==> config.mk <==
export PLATFORM = sky130hd
export DESIGN_NAME = kbd_scan_ctrl
export DESIGN_NICKNAME = d
export VERILOG_FILES = /design/src/rtl/kbd_pkg.sv /design/src/rtl/kbd_event_fifo.sv /design/src/rtl/kbd_scan_ctrl.sv
export SDC_FILE = /design/constraint.sdc
export NUM_CORES = 1
export LEC_CHECK = 0
export ABC_AREA = 1
export CAP_MARGIN = 20
export CORE_MARGIN = 4
export CORE_UTILIZATION = 55
export CTS_CLUSTER_DIAMETER = 120
export DETAILED_ROUTE_END_ITERATION = 7
export PLACE_DENSITY_LB_ADDON = 0.3
export SLEW_MARGIN = 20
export SYNTH_ARGS = -nofsm -noshare
export SYNTH_HDL_FRONTEND = slang
export SYNTH_SLANG_ARGS = --single-unit
==> constraint.sdc <==
create_clock -name clk -period 6.15 [get_ports clk]
set_input_delay 1.23 -clock clk [delete_from_list [all_inputs] [get_ports clk]]
set_output_delay 1.23 -clock clk [all_outputs]
set_load 0.02 [all_outputs]
==> src/rtl/kbd_pkg.sv <==
// rtl/kbd_pkg.sv - shared constants, register map and FSM encoding for the keyboard scan controller
package kbd_pkg;
   localparam logic [7:0] KB_PREFIX_EXT = 8'hE0;
   localparam logic [7:0] KB_PREFIX_BRK = 8'hF0;

   localparam logic [1:0] REG_STATUS = 2'd0;
   localparam logic [1:0] REG_DATA   = 2'd1;
   localparam logic [1:0] REG_CTRL   = 2'd2;

   // event word is {ext, brk, code}; DATA exposes it at the same bit positions
   localparam int EV_W   = 10;
   localparam int EV_EXT = 9;
   localparam int EV_BRK = 8;

   localparam int ST_NONEMPTY = 0;
   localparam int ST_COUNT    = 8;
   localparam int ST_FULL     = 16;
   localparam int DATA_VALID  = 31;
   localparam int CTRL_ENABLE = 0;
   localparam int CTRL_IRQ_EN = 1;
   localparam int CTRL_FLUSH  = 2;

   typedef enum logic [1:0] {
      IDLE = 2'd0,
      POP  = 2'd1,
      WAIT = 2'd2
   } state_t;
endpackage

==> src/rtl/kbd_event_fifo.sv <==
// rtl/kbd_event_fifo.sv - DEPTH x 10-bit key event FIFO with push, pop and flush
module kbd_event_fifo
   import kbd_pkg::*;
#(
   parameter int DEPTH = 8,
   parameter int AW    = 3
) (
   input  logic            clk,
   input  logic            rst_n,
   input  logic            push,
   input  logic [EV_W-1:0] din,
   input  logic            pop,
   input  logic            flush,
   output logic [EV_W-1:0] dout,
   output logic            full,
   output logic            empty,
   output logic [AW:0]     count
);
   localparam logic [AW:0] FULL_CNT = (AW+1)'(DEPTH);

   logic [EV_W-1:0] mem [DEPTH];
   logic [AW-1:0]   wptr;
   logic [AW-1:0]   rptr;
   logic            do_push;
   logic            do_pop;

   assign full    = (count == FULL_CNT);
   assign empty   = (count == '0);
   assign do_push = push & ~full & ~flush;
   assign do_pop  = pop & ~empty & ~flush;
   assign dout    = mem[rptr];

   always_ff @(posedge clk) begin
      if (do_push) mem[wptr] <= din;
   end

   always_ff @(posedge clk or negedge rst_n) begin
      if (!rst_n) begin
         wptr  <= '0;
         rptr  <= '0;
         count <= '0;
      end else if (flush) begin
         wptr  <= '0;
         rptr  <= '0;
         count <= '0;
      end else begin
         if (do_push) wptr <= wptr + AW'(1);
         if (do_pop)  rptr <= rptr + AW'(1);
         if (do_push & ~do_pop)      count <= count + (AW+1)'(1);
         else if (~do_push & do_pop) count <= count - (AW+1)'(1);
      end
   end
endmodule

==> src/rtl/kbd_scan_ctrl.sv <==
// rtl/kbd_scan_ctrl.sv - drains the PS/2 receiver, folds E0/F0 prefixes into key events, exposes them as registers
module kbd_scan_ctrl
   import kbd_pkg::*;
#(
   parameter int DEPTH = 8,
   parameter int AW    = 3
) (
   input  logic        clk,
   input  logic        rst_n,
   input  logic        kb_ready,
   input  logic [7:0]  kb_data,
   output logic        kb_rdn,
   input  logic        reg_sel,
   input  logic [1:0]  reg_a,
   input  logic        reg_rd,
   input  logic        reg_wr,
   input  logic [31:0] reg_wd,
   output logic [31:0] reg_rdata,
   output logic        irq
);
   state_t          state;
   state_t          state_next;
   logic            enable;
   logic            irq_en;
   logic            ext;
   logic            brk;
   logic            ctrl_wr;
   logic            flush;
   logic            data_rd;
   logic            is_ext;
   logic            is_brk;
   logic            push;
   logic [EV_W-1:0] head;
   logic            full;
   logic            empty;
   logic [AW:0]     count;
   logic            unused_wd;

   assign ctrl_wr   = reg_sel & reg_wr & (reg_a == REG_CTRL);
   assign flush     = ctrl_wr & reg_wd[CTRL_FLUSH];
   assign data_rd   = reg_sel & reg_rd & (reg_a == REG_DATA);
   assign is_ext    = (kb_data == KB_PREFIX_EXT);
   assign is_brk    = (kb_data == KB_PREFIX_BRK);
   assign push      = (state == POP) & ~is_ext & ~is_brk;
   assign unused_wd = ^reg_wd[31:3];

   always_ff @(posedge clk or negedge rst_n) begin
      if (!rst_n) state <= IDLE;
      else        state <= state_next;
   end

   // full is the registered FIFO flag, so a same-cycle CPU pop never admits a new byte
   always_comb begin
      state_next = state;
      kb_rdn     = 1'b1;
      case (state)
         IDLE: if (enable & kb_ready & ~full) state_next = POP;
         POP: begin
            kb_rdn     = 1'b0;
            state_next = WAIT;
         end
         WAIT:    state_next = IDLE;
         default: state_next = IDLE;
      endcase
   end

   always_ff @(posedge clk or negedge rst_n) begin
      if (!rst_n) begin
         enable <= 1'b1;
         irq_en <= 1'b0;
         ext    <= 1'b0;
         brk    <= 1'b0;
         irq    <= 1'b0;
      end else begin
         irq <= irq_en & ~empty;
         if (ctrl_wr) begin
            enable <= reg_wd[CTRL_ENABLE];
            irq_en <= reg_wd[CTRL_IRQ_EN];
         end
         // a flush racing a POP discards the byte and leaves the prefix flags clear
         if (flush) begin
            ext <= 1'b0;
            brk <= 1'b0;
         end else if (state == POP) begin
            if (is_ext)      ext <= 1'b1;
            else if (is_brk) brk <= 1'b1;
            else begin
               ext <= 1'b0;
               brk <= 1'b0;
            end
         end
      end
   end

   kbd_event_fifo #(.DEPTH(DEPTH), .AW(AW)) u_fifo (
      .clk   (clk),
      .rst_n (rst_n),
      .push  (push),
      .din   ({ext, brk, kb_data}),
      .pop   (data_rd),
      .flush (flush),
      .dout  (head),
      .full  (full),
      .empty (empty),
      .count (count)
   );

   always_comb begin
      reg_rdata = '0;
      case (reg_a)
         REG_STATUS: begin
            reg_rdata[ST_NONEMPTY]       = ~empty;
            reg_rdata[ST_COUNT +: AW+1]  = count;
            reg_rdata[ST_FULL]           = full;
         end
         REG_DATA: begin
            if (!empty) begin
               reg_rdata[DATA_VALID]  = 1'b1;
               reg_rdata[EV_W-1:0]    = head;
            end
         end
         REG_CTRL: begin
            reg_rdata[CTRL_ENABLE] = enable;
            reg_rdata[CTRL_IRQ_EN] = irq_en;
         end
         default: reg_rdata = '0;
      endcase
   end
endmodule

==> results of run 1 <==
==> kinds of logic after synthesis <==
logic type      Yosys count  synth area share [%]
simple gates            156                 15.47
flops                    97                 63.16
compound gates           78                 10.78
buf+inv                  66                 7.374
fa+ha+maj                 9                 2.682
other cells               1               0.08372
xor+xnor                  1                0.1956
mux                       1                0.2514
==> synth_stat cells, types with 2 or more instances <==
cell | number | area (µm²)
a21oi_1 | 8 | 40.04
buf_2 | 6 | 30.03
buf_4 | 20 | 150.1
clkbuf_1 | 6 | 22.52
dfrtp_1 | 16 | 400.4
edfxtp_1 | 80 | 2402
ha_1 | 8 | 100.1
inv_1 | 28 | 105.1
inv_2 | 5 | 18.77
nand2_1 | 35 | 131.4
nand2_2 | 5 | 31.28
nand3_1 | 12 | 60.06
nand4_1 | 2 | 12.51
nor2_1 | 93 | 349.1
nor2_2 | 2 | 12.51
o211ai_1 | 8 | 60.06
o21ai_0 | 39 | 195.2
o21ai_1 | 4 | 20.02
o32ai_1 | 12 | 105.1
==> state kept, by name, indices dropped and copies added, names as in the netlist <==
| signal | flops |
|---|---|
| u_fifo.wptr | 3 |
| brk | 1 |
| u_fifo.rptr | 3 |
| state | 2 |
| ext | 1 |
| u_fifo.count | 4 |
| enable | 1 |
| irq | 1 |
| u_fifo.mem | 80 |
| irq_en | 1 |
==> metal layers <==
layer  global-route usage, %  vias to the layer above  wire, µm
li1                        -                     1446         -
met1                   26.61                     1449      3884
met2                   31.41                       95      4529
met3                   3.786                       18       505
met4                   7.563                        0       161
met5                       0                        -         0
==> cell type report <==
type                       instances  share of cell area [%]
clock buffer                      10                   2.541
clock inverter                     6                  0.8470
inverter                          34                   2.541
multi-input combinational        263                   27.60
sequential                        97                   56.33
tap                              102                   2.541
timing repair buffer              39                   7.598
==> power breakdown <==
group | internal [mW] | switching [mW] | leakage [nW] | total (mW)
sequential | 0.802 | 0.0664 | 0.930 | 0.868
clock | 0.149 | 0.217 | 0.0900 | 0.367
combinational | 0.250 | 0.439 | 0.887 | 0.689
==> worst max-delay path, delay by kind of cell <==
family / cells / cell delay, ns
and+or+nand+nor: 1 / 0.06
adders and majority gates: 1 / 0.20
AOI/OAI and AO/OA: 2 / 0.42
buffers and inverters: 3 / 1.52
==> worst min path at each step <==
| stage | slack, ns | endpoint | start | depth (start not counted) |
|---|---|---|---|---|
| 2_1_floorplan | 0.41 | state[0]$_DFFE_PN0P_ | state[0]$_DFFE_PN0P_ | 1 |
| 3_3_place_gp | 0.41 | state[0]$_DFFE_PN0P_ | state[1]$_DFFE_PN0P_ | 1 |
| 3_5_place_dp | 0.43 | state[0]$_DFFE_PN0P_ | state[1]$_DFFE_PN0P_ | 1 |
| 4_1_cts | 0.45 | state[0]$_DFFE_PN0P_ | state[1]$_DFFE_PN0P_ | 1 |
| 5_1_grt | 0.48 | state[0]$_DFFE_PN0P_ | state[1]$_DFFE_PN0P_ | 1 |
| 6_report | 0.44 | state[0]$_DFFE_PN0P_ | state[1]$_DFFE_PN0P_ | 1 |
==> results.py, run 1 <==
metrics = {
    "power_and_ir_drop": {
        "power_mw": 1.924,
        "pwr_density_cell_nw_per_um2": 383.0,
        "ir_drop_uv": 180.4,
        "power_leakage_nw": 1.907,
    },
    "synth": {
        "ys_seq_area_share_pct": 63.16,
        "synth_area_um2": 4479,
        "avgSynthCellArea_um2": 10.95,
        "synthFlopType": "edfxtp_1",
        "ys_async_sr_fraction_pct": 17.53,
        "synth_seq_cells": 97,
        "yosys.cell_types.count": 39,
        "synthCells": 409,
        "synth_edf_count": 80,
        "yosys_warnings": 0,
    },
    "clocking": {
        "insertion_delay_ns": 0.36,
        "cts_tree": "built",
        "clk_pin_slew_worst_paths_ns": 0.09,
        "cts_max_level": 3,
        "cts_buffers": 9,
        "hold_buffers": 0,
        "cts-resized-gates": 0,
        "cts_setup_buffers": 0,
        "ctsRootBufferMaster": "clkbuf_8",
        "clock_path_buffers": 2,
        "numClockSinks": 97,
    },
    "timing": {
        "relSlewSlack_pct": 28.38,
        "max_slew.worst_pin.slew_ns": 1.070,
        "rsz0062_at_grt": "false",
        "fin_ws_ns": 1.479,
        "clock.fmax_mhz": 214.1,
        "fin_crit_ns": 4.671,
        "finalSetupViolCount": 0,
        "clock_skew_ns": 0.005103,
        "slew_violations": 0,
        "setup_tns_ns": 0,
        "holdWs_ns": 0.4390,
        "final.period_utilization_pct": 75.95,
        "finalHoldViolations": 0,
    },
    "setup_path": {
        "worstPathArrival_ns": 3.44,
        "r2r-end": "u_fifo.mem[6][8]$_DFFE_PP_",
        "rrSetupSlack_ns": 3.65,
        "r2r_start": "u_fifo.count[3]$_DFFE_PN0P_",
        "cp-startpoint": "reg_a[0]",
        "crit_top_cell": "clkdlybuf4s50_1",
        "r2r_cells": 9,
        "worstPathRequired_ns": 4.92,
        "crit_path_start_kind": "input port",
        "crit_chain": "clkdlybuf4s50_1 -> ha_1 -> nand2_1 -> inv_1 -> o211ai_1 -> a21boi_0 -> clkdlybuf4s50_1",
        "crit_path_end": "reg_rdata[1]",
        "cp_max_fo": 11,
        "criticalPathCategory": "input port to primary output",
        "critPathSlowestCell": "clkdlybuf4s50_1",
        "max_stage_delay_ns": 0.66,
        "cp-end-kind": "primary output",
    },
    "final_layout": {
        "layout_commonest_cell": "nor2_1",
        "n_antenna_cell": 0,
        "postLayoutCoreUtil_pct": 64.33,
        "final_cell_mix": "nor2_1, edfxtp_1, o21ai_0",
        "ff_latch_area_um2": 2829,
        "drive_gt1_share_pct": 9.354,
        "nets": 501,
        "stdcell_count": 551,
        "n_fill_cell": 586,
        "fin_area_um2": 5022,
        "areaGrowthSynthToFinish_pct": 12.12,
        "multi_input_area_um2": 1386,
    },
    "die": {
        "io-pin-count": 82,
        "die_h_um": 98.25,
        "core_area_um2": 7807,
        "die_area_um2": 9652,
        "die_w_um": 98.25,
        "row_count": 32,
        "initial_core_util_pct": 57.37,
    },
    "grt": {
        "grt_start_max_net_pins": 43,
        "antenna_found_initial": 0,
        "grt_pass1_wl_um": 14500,
        "grt_overflow_total": 0,
        "grt_pass1_vias": 2894,
        "gr-usage-all-layers_pct": 19.58,
    },
    "route": {
        "drt-vias-per-instance": 5.459,
        "drc": 0,
        "drt-initial-drc-count": 211,
        "first_pass_iters": 5,
        "drt-total-wl_um": 9081,
        "detail-route-antenna-nets": 0,
        "wire_per_inst_um": 16.48,
        "vias": 3008,
    },
    "flow_run": {
        "timing.max_cap.violations": 0,
    },
    "place": {
        "place_area_um2": 4852,
        "post-place-cells": 535,
        "dp_slack_ns": 1.451,
        "place_congestion": 0.7966,
        "portBuffers": 34,
        "post-dp-hpwl_um": 5793,
    },
    "run_status": {
        "outcome": "finished clean",
    },
    "worst_hold_path": {
        "min_path_type": "flop to flop",
    },
}
No activity file was read; power rests on OpenSTA's default activity.
==> run 2, diff against run 1 <==
--- a/config.mk
+++ b/config.mk
@@ -8,7 +8,7 @@
 export ABC_AREA = 1
 export CAP_MARGIN = 20
 export CORE_MARGIN = 4
-export CORE_UTILIZATION = 55
+export CORE_UTILIZATION = 52
 export CTS_CLUSTER_DIAMETER = 120
 export DETAILED_ROUTE_END_ITERATION = 7
 export PLACE_DENSITY_LB_ADDON = 0.3
==> constraint.sdc (replaced) <==
create_clock -name clk -period 4.89 [get_ports clk]
set_input_delay 0.978 -clock clk [delete_from_list [all_inputs] [get_ports clk]]
set_output_delay 0.978 -clock clk [all_outputs]
set_load 0.02 [all_outputs]
==> run 2 against run 1 <==
Net effect:
- critical path type unchanged
- critical path depth up 1
- core utilization decreased by 3.3 points
- worst hold slack improved by 0.0028 ns
- worst setup slack worse by 0.73 ns
- count of clock-buffer cells in the layout did not move
- highest routed layer unchanged
- total power increased by 26%
- global-route usage is 0.51 points lower
- largest power group unchanged
==> results.py, run 2 (synthesis results as in run 1) <==
metrics = {
    "run_status": {
        "outcome": "finished clean",
    },
    "setup_path": {
        "cp-end-kind": "primary output",
        "worstPathRequired_ns": 3.91,
        "cp_max_fo": 11,
        "criticalPathCategory": "input port to primary output",
        "critPathSlowestCell": "clkdlybuf4s50_1",
        "crit_chain": "clkdlybuf4s50_1 -> inv_1 -> ha_1 -> nand2_1 -> inv_1 -> o211ai_1 -> a21boi_0 -> clkdlybuf4s50_1",
        "crit_family": "buffers and inverters",
        "crit_path_start_kind": "input port",
        "worstPathArrival_ns": 3.16,
        "max_stage_delay_ns": 0.64,
        "worst-path-buf-inv": 4,
    },
    "final_layout": {
        "top_register": "u_fifo.mem",
        "final_cell_mix": "nor2_1, edfxtp_1, o21ai_0",
        "largest_reg_flops": 80,
        "stdcell_count": 559,
        "multi_input_area_um2": 1384,
        "ff_latch_area_um2": 2829,
        "fin_area_um2": 5065,
        "layout_commonest_cell": "nor2_1",
        "nets": 506,
        "n_antenna_cell": 0,
        "areaGrowthSynthToFinish_pct": 13.07,
        "postLayoutCoreUtil_pct": 61.03,
        "largestRegisters": "u_fifo.mem (80), u_fifo.count (4)",
        "drive_gt1_share_pct": 10.35,
        "n_fill_cell": 648,
    },
    "place": {
        "portBuffers": 34,
        "place_congestion": 0.7793,
        "post-dp-hpwl_um": 5875,
        "place_area_um2": 4887,
        "post-place-cells": 543,
    },
    "grt": {
        "grt_pass1_vias": 2909,
        "use_met3_pct": 3.253,
        "met1_usage_pct": 25.75,
        "gr-usage-all-layers_pct": 19.06,
        "grt_overflow_total": 0,
        "use_met2_pct": 30.58,
        "grt-busiest-layer": "met2",
        "antenna_found_initial": 0,
        "grt_start_max_net_pins": 43,
        "grt_pass1_wl_um": 14550,
    },
    "clocking": {
        "cts_setup_buffers": 0,
        "hold_buffers": 0,
        "clock_path_buffers": 2,
        "cts-resized-gates": 0,
        "insertion_delay_ns": 0.36,
        "numClockSinks": 97,
        "ctsRootBufferMaster": "clkbuf_8",
        "cts_tree": "built",
        "clk_pin_slew_worst_paths_ns": 0.09,
        "cts_buffers": 9,
        "cts_max_level": 3,
    },
    "timing": {
        "rsz0062_at_grt": "false",
        "setup_tns_ns": 0,
        "slew_violations": 0,
        "max_slew.worst_pin.slew_ns": 0.7823,
        "clock.fmax_mhz": 241.5,
        "final.period_utilization_pct": 84.67,
        "clock_skew_ns": 0.007671,
        "fin_crit_ns": 4.140,
        "finalHoldViolations": 0,
        "relSlewSlack_pct": 47.68,
        "finalSetupViolCount": 0,
    },
    "route": {
        "drc": 0,
        "drt-initial-drc-count": 290,
        "drt-total-wl_um": 9169,
        "drt-vias-per-instance": 5.453,
        "detail-route-antenna-nets": 0,
        "first_pass_iters": 5,
        "wire_per_inst_um": 16.40,
        "vias": 3048,
    },
    "power_and_ir_drop": {
        "pwr_density_cell_nw_per_um2": 480.4,
        "power_leakage_nw": 1.932,
        "ir_drop_uv": 250.4,
    },
    "worst_hold_path": {
        "min_path_type": "flop to flop",
    },
    "die": {
        "initial_core_util_pct": 53.97,
        "die_w_um": 100.8,
        "row_count": 33,
        "io-pin-count": 82,
        "die_h_um": 100.8,
        "die_area_um2": 10160,
        "core_area_um2": 8299,
    },
    "flow_run": {
        "timing.max_cap.violations": 0,
    },
}
==> run 2: changes by cell type in the layout (fill, tap and decap cells not counted), sizes merged <==
cell,change
clkinv,-2
clkinvlp,+1
buf,+5
inv,+1
==> run 2: area by class of cell <==
cell class / instances / area share [%]
Clock inverter: 6 / 0.9881
Multi-Input combinational cell: 263 / 27.32
Inverter: 34 / 2.520
Clock buffer: 10 / 2.520
Tap cell: 105 / 2.594
Sequential cell: 97 / 55.85
Timing Repair Buffer: 44 / 8.202
==> run 2: final timing paths <==
kind,cells after the start,to,start,slack (ns)
min in group asynchronous,1,irq$_DFF_PN0_,rst_n,1.07
max,8,reg_rdata[1],reg_a[1],0.75
max in group asynchronous,1,ext$_DFFE_PN0P_,rst_n,3.33
max reg2reg,10,u_fifo.mem[5][6]$_DFFE_PP_,u_fifo.count[3]$_DFFE_PN0P_,2.59
min,1,state[0]$_DFFE_PN0P_,state[1]$_DFFE_PN0P_,0.44
min reg2reg,1,state[0]$_DFFE_PN0P_,state[1]$_DFFE_PN0P_,0.44
==> run 2: stage by stage <==
step / power, mW / worst slack, ns / hold WS (ns)
CTS: 2.442 / 0.7369 / 0.4431
finish: 2.433 / 0.7498 / 0.4418
floorplan: 1.729 / 1.796 / 0.4065
detailed placement: 1.971 / 0.7406 / 0.4277
global route: 2.600 / 0.6164 / 0.4630
global placement: 1.944 / 0.7675 / 0.4137
==> run 2: metal layers <==
metal / up-vias / wire [µm]
met4: 0 / 166
met2: 106 / 4472
met5: - / 0
met3: 17 / 652
li1: 1455 / -
met1: 1470 / 3878
==> run 2: power breakdown <==
group | internal (mW) | switching [mW]
sequential | 1.01 | 0.107
combinational | 0.315 | 0.525
clock | 0.192 | 0.286
total | 1.51 | 0.918
==> run 3, diff against run 2 <==
--- a/config.mk
+++ b/config.mk
@@ -8,7 +8,7 @@
 export ABC_AREA = 1
 export CAP_MARGIN = 20
 export CORE_MARGIN = 4
-export CORE_UTILIZATION = 52
+export CORE_UTILIZATION = 47
 export CTS_CLUSTER_DIAMETER = 120
 export DETAILED_ROUTE_END_ITERATION = 7
 export PLACE_DENSITY_LB_ADDON = 0.3
==> constraint.sdc (replaced) <==
create_clock -name clk -period 3.8 [get_ports clk]
set_input_delay 0.76 -clock clk [delete_from_list [all_inputs] [get_ports clk]]
set_output_delay 0.76 -clock clk [all_outputs]
set_load 0.02 [all_outputs]
==> run 3 against run 2 <==
Net effect:
- combinational power grew 38%
- global-route usage shrank 1.6 points
- first-iteration DRC count shrank 20%
- count of clock-buffer cells in the layout shrank 1
- critical path type unchanged
- flip-flop and latch count is the same
- sequential power grew 25%
==> results.py, run 3 (synthesis results as in run 1) <==
metrics = {
    "run_status": {
        "outcome": "finished clean",
    },
    "grt": {
        "gr-usage-all-layers_pct": 17.46,
        "antenna_found_initial": 0,
        "grt_pass1_vias": 2914,
        "grt_pass1_wl_um": 14920,
        "grt_start_max_net_pins": 42,
        "grt_overflow_total": 0,
    },
    "timing": {
        "clock_skew_ns": 0.01057,
        "fin_crit_ns": 3.562,
        "slew_violations": 0,
        "max_slew.worst_pin.slew_ns": 0.7882,
        "clock.fmax_mhz": 280.7,
        "finalHoldViolations": 0,
        "relSlewSlack_pct": 47.29,
        "setup_tns_ns": 0,
        "holdWs_ns": 0.4353,
        "finalSetupViolCount": 0,
        "final.period_utilization_pct": 93.74,
        "rsz0062_at_grt": "false",
        "fin_ws_ns": 0.2378,
    },
    "route": {
        "drc": 0,
        "drt-total-wl_um": 9295,
        "detail-route-antenna-nets": 0,
        "vias": 2989,
        "drt-initial-drc-count": 232,
        "drt-vias-per-instance": 5.092,
        "wire_per_inst_um": 15.83,
        "first_pass_iters": 4,
    },
    "clocking": {
        "cts_tree": "built",
        "cts_max_level": 3,
        "numClockSinks": 97,
        "ctsRootBufferMaster": "clkbuf_8",
        "clock_path_buffers": 2,
        "clk_pin_slew_worst_paths_ns": 0.09,
        "insertion_delay_ns": 0.36,
        "cts-resized-gates": 0,
        "cts_buffers": 9,
        "cts_setup_buffers": 0,
        "hold_buffers": 0,
    },
    "die": {
        "io-pin-count": 82,
        "die_w_um": 105.6,
        "die_h_um": 105.6,
        "core_area_um2": 9240,
        "initial_core_util_pct": 48.48,
        "die_area_um2": 11160,
        "row_count": 35,
    },
    "place": {
        "portBuffers": 34,
        "dp_slack_ns": 0.07416,
        "place_congestion": 0.7799,
        "post-dp-hpwl_um": 5972,
    },
    "worst_hold_path": {
        "min-delay-start": "state[0]$_DFFE_PN0P_",
        "min_path_type": "flop to flop",
    },
    "power_and_ir_drop": {
        "pwr_density_cell_nw_per_um2": 616.5,
        "switching_share_pct": 37.74,
        "power_frac_comb_pct": 36.8,
        "power_leakage_nw": 1.942,
        "p_sw_mw": 1.193,
        "seqPwrFrac_pct": 43.8,
        "intPower_mw": 1.968,
        "clkPwrFrac_pct": 19.3,
        "ir_drop_uv": 276.3,
    },
    "setup_path": {
        "crit_path_start_kind": "input port",
        "rrSetupSlack_ns": 1.65,
        "worstPathRequired_ns": 3.04,
        "worstPathArrival_ns": 2.80,
        "cp-end-kind": "primary output",
        "r2r_start": "u_fifo.count[2]$_DFFE_PN0P_",
        "cp_max_fo": 8,
        "cp-startpoint": "reg_a[1]",
        "criticalPathCategory": "input port to primary output",
    },
    "flow_run": {
        "timing.max_cap.violations": 0,
    },
    "final_layout": {
        "nets": 510,
        "n_antenna_cell": 0,
        "layout_commonest_cell": "nor2_1",
        "drive_gt1_share_pct": 11.14,
        "largestRegisters": "u_fifo.mem (80), u_fifo.count (4)",
        "final_cell_mix": "nor2_1, edfxtp_1, o21ai_0",
        "areaGrowthSynthToFinish_pct": 14.47,
        "top_register": "u_fifo.mem",
        "largest_reg_flops": 80,
    },
}
[run 3: worst paths after layout]
check	to	depth (start not counted)
min reg2reg	state[0]$_DFFE_PN0P_	1
max in group asynchronous	u_fifo.rptr[1]$_DFFE_PN0P_	1
min	state[0]$_DFFE_PN0P_	1
min in group asynchronous	state[1]$_DFFE_PN0P_	1
max	reg_rdata[1]	8
max reg2reg	u_fifo.count[3]$_DFFE_PN0P_	13
[run 3: cell type report]
class | count | area, µm²
sequential | 97 | 2829
multi-input combinational | 263 | 1384
tap | 129 | 161.4
clock inverter | 7 | 52.55
inverter | 34 | 131.4
clock buffer | 9 | 123.9
fill | 790 | 4113
timing repair buffer | 48 | 445.4
[run 3: worst max-delay path: stages]
cell and delay (ns):
clkdlybuf4s50_1 0.46, inv_1 0.11, ha_1 0.18, nand2_1 0.09
clkinvlp_4 0.18, o211ai_1 0.14, a21boi_0 0.23, clkdlybuf4s50_1 0.66
[run 3: routing by layer]
metal	up-vias	routed length (µm)	global-route usage, %
li1	1460	-	-
met1	1426	4020	23.65
met2	87	4632	28.28
met3	16	491	3.368
met4	0	151	6.105
met5	-	0	0
[run 3: metrics by stage]
step	instances	util (%)	cell area (µm²)	power (mW)
after floorplan	426	-	4543	2.224
after global placement	571	53.54	4947	2.535
after detailed placement	571	53.54	4947	2.579
after CTS	587	55.45	5124	3.181
after global routing	587	55.49	5127	3.396
final	587	55.49	5127	3.161
[run 3: power by group through the flow]
stage | Combinational, mW | Sequential (mW) | Clock [mW]
after floorplan | 0.821 | 1.40 | 0
after global placement | 1.13 | 1.40 | 0
after detailed placement | 1.17 | 1.41 | 0
after CTS | 1.17 | 1.39 | 0.620
after global routing | 1.32 | 1.40 | 0.675
final | 1.16 | 1.39 | 0.611
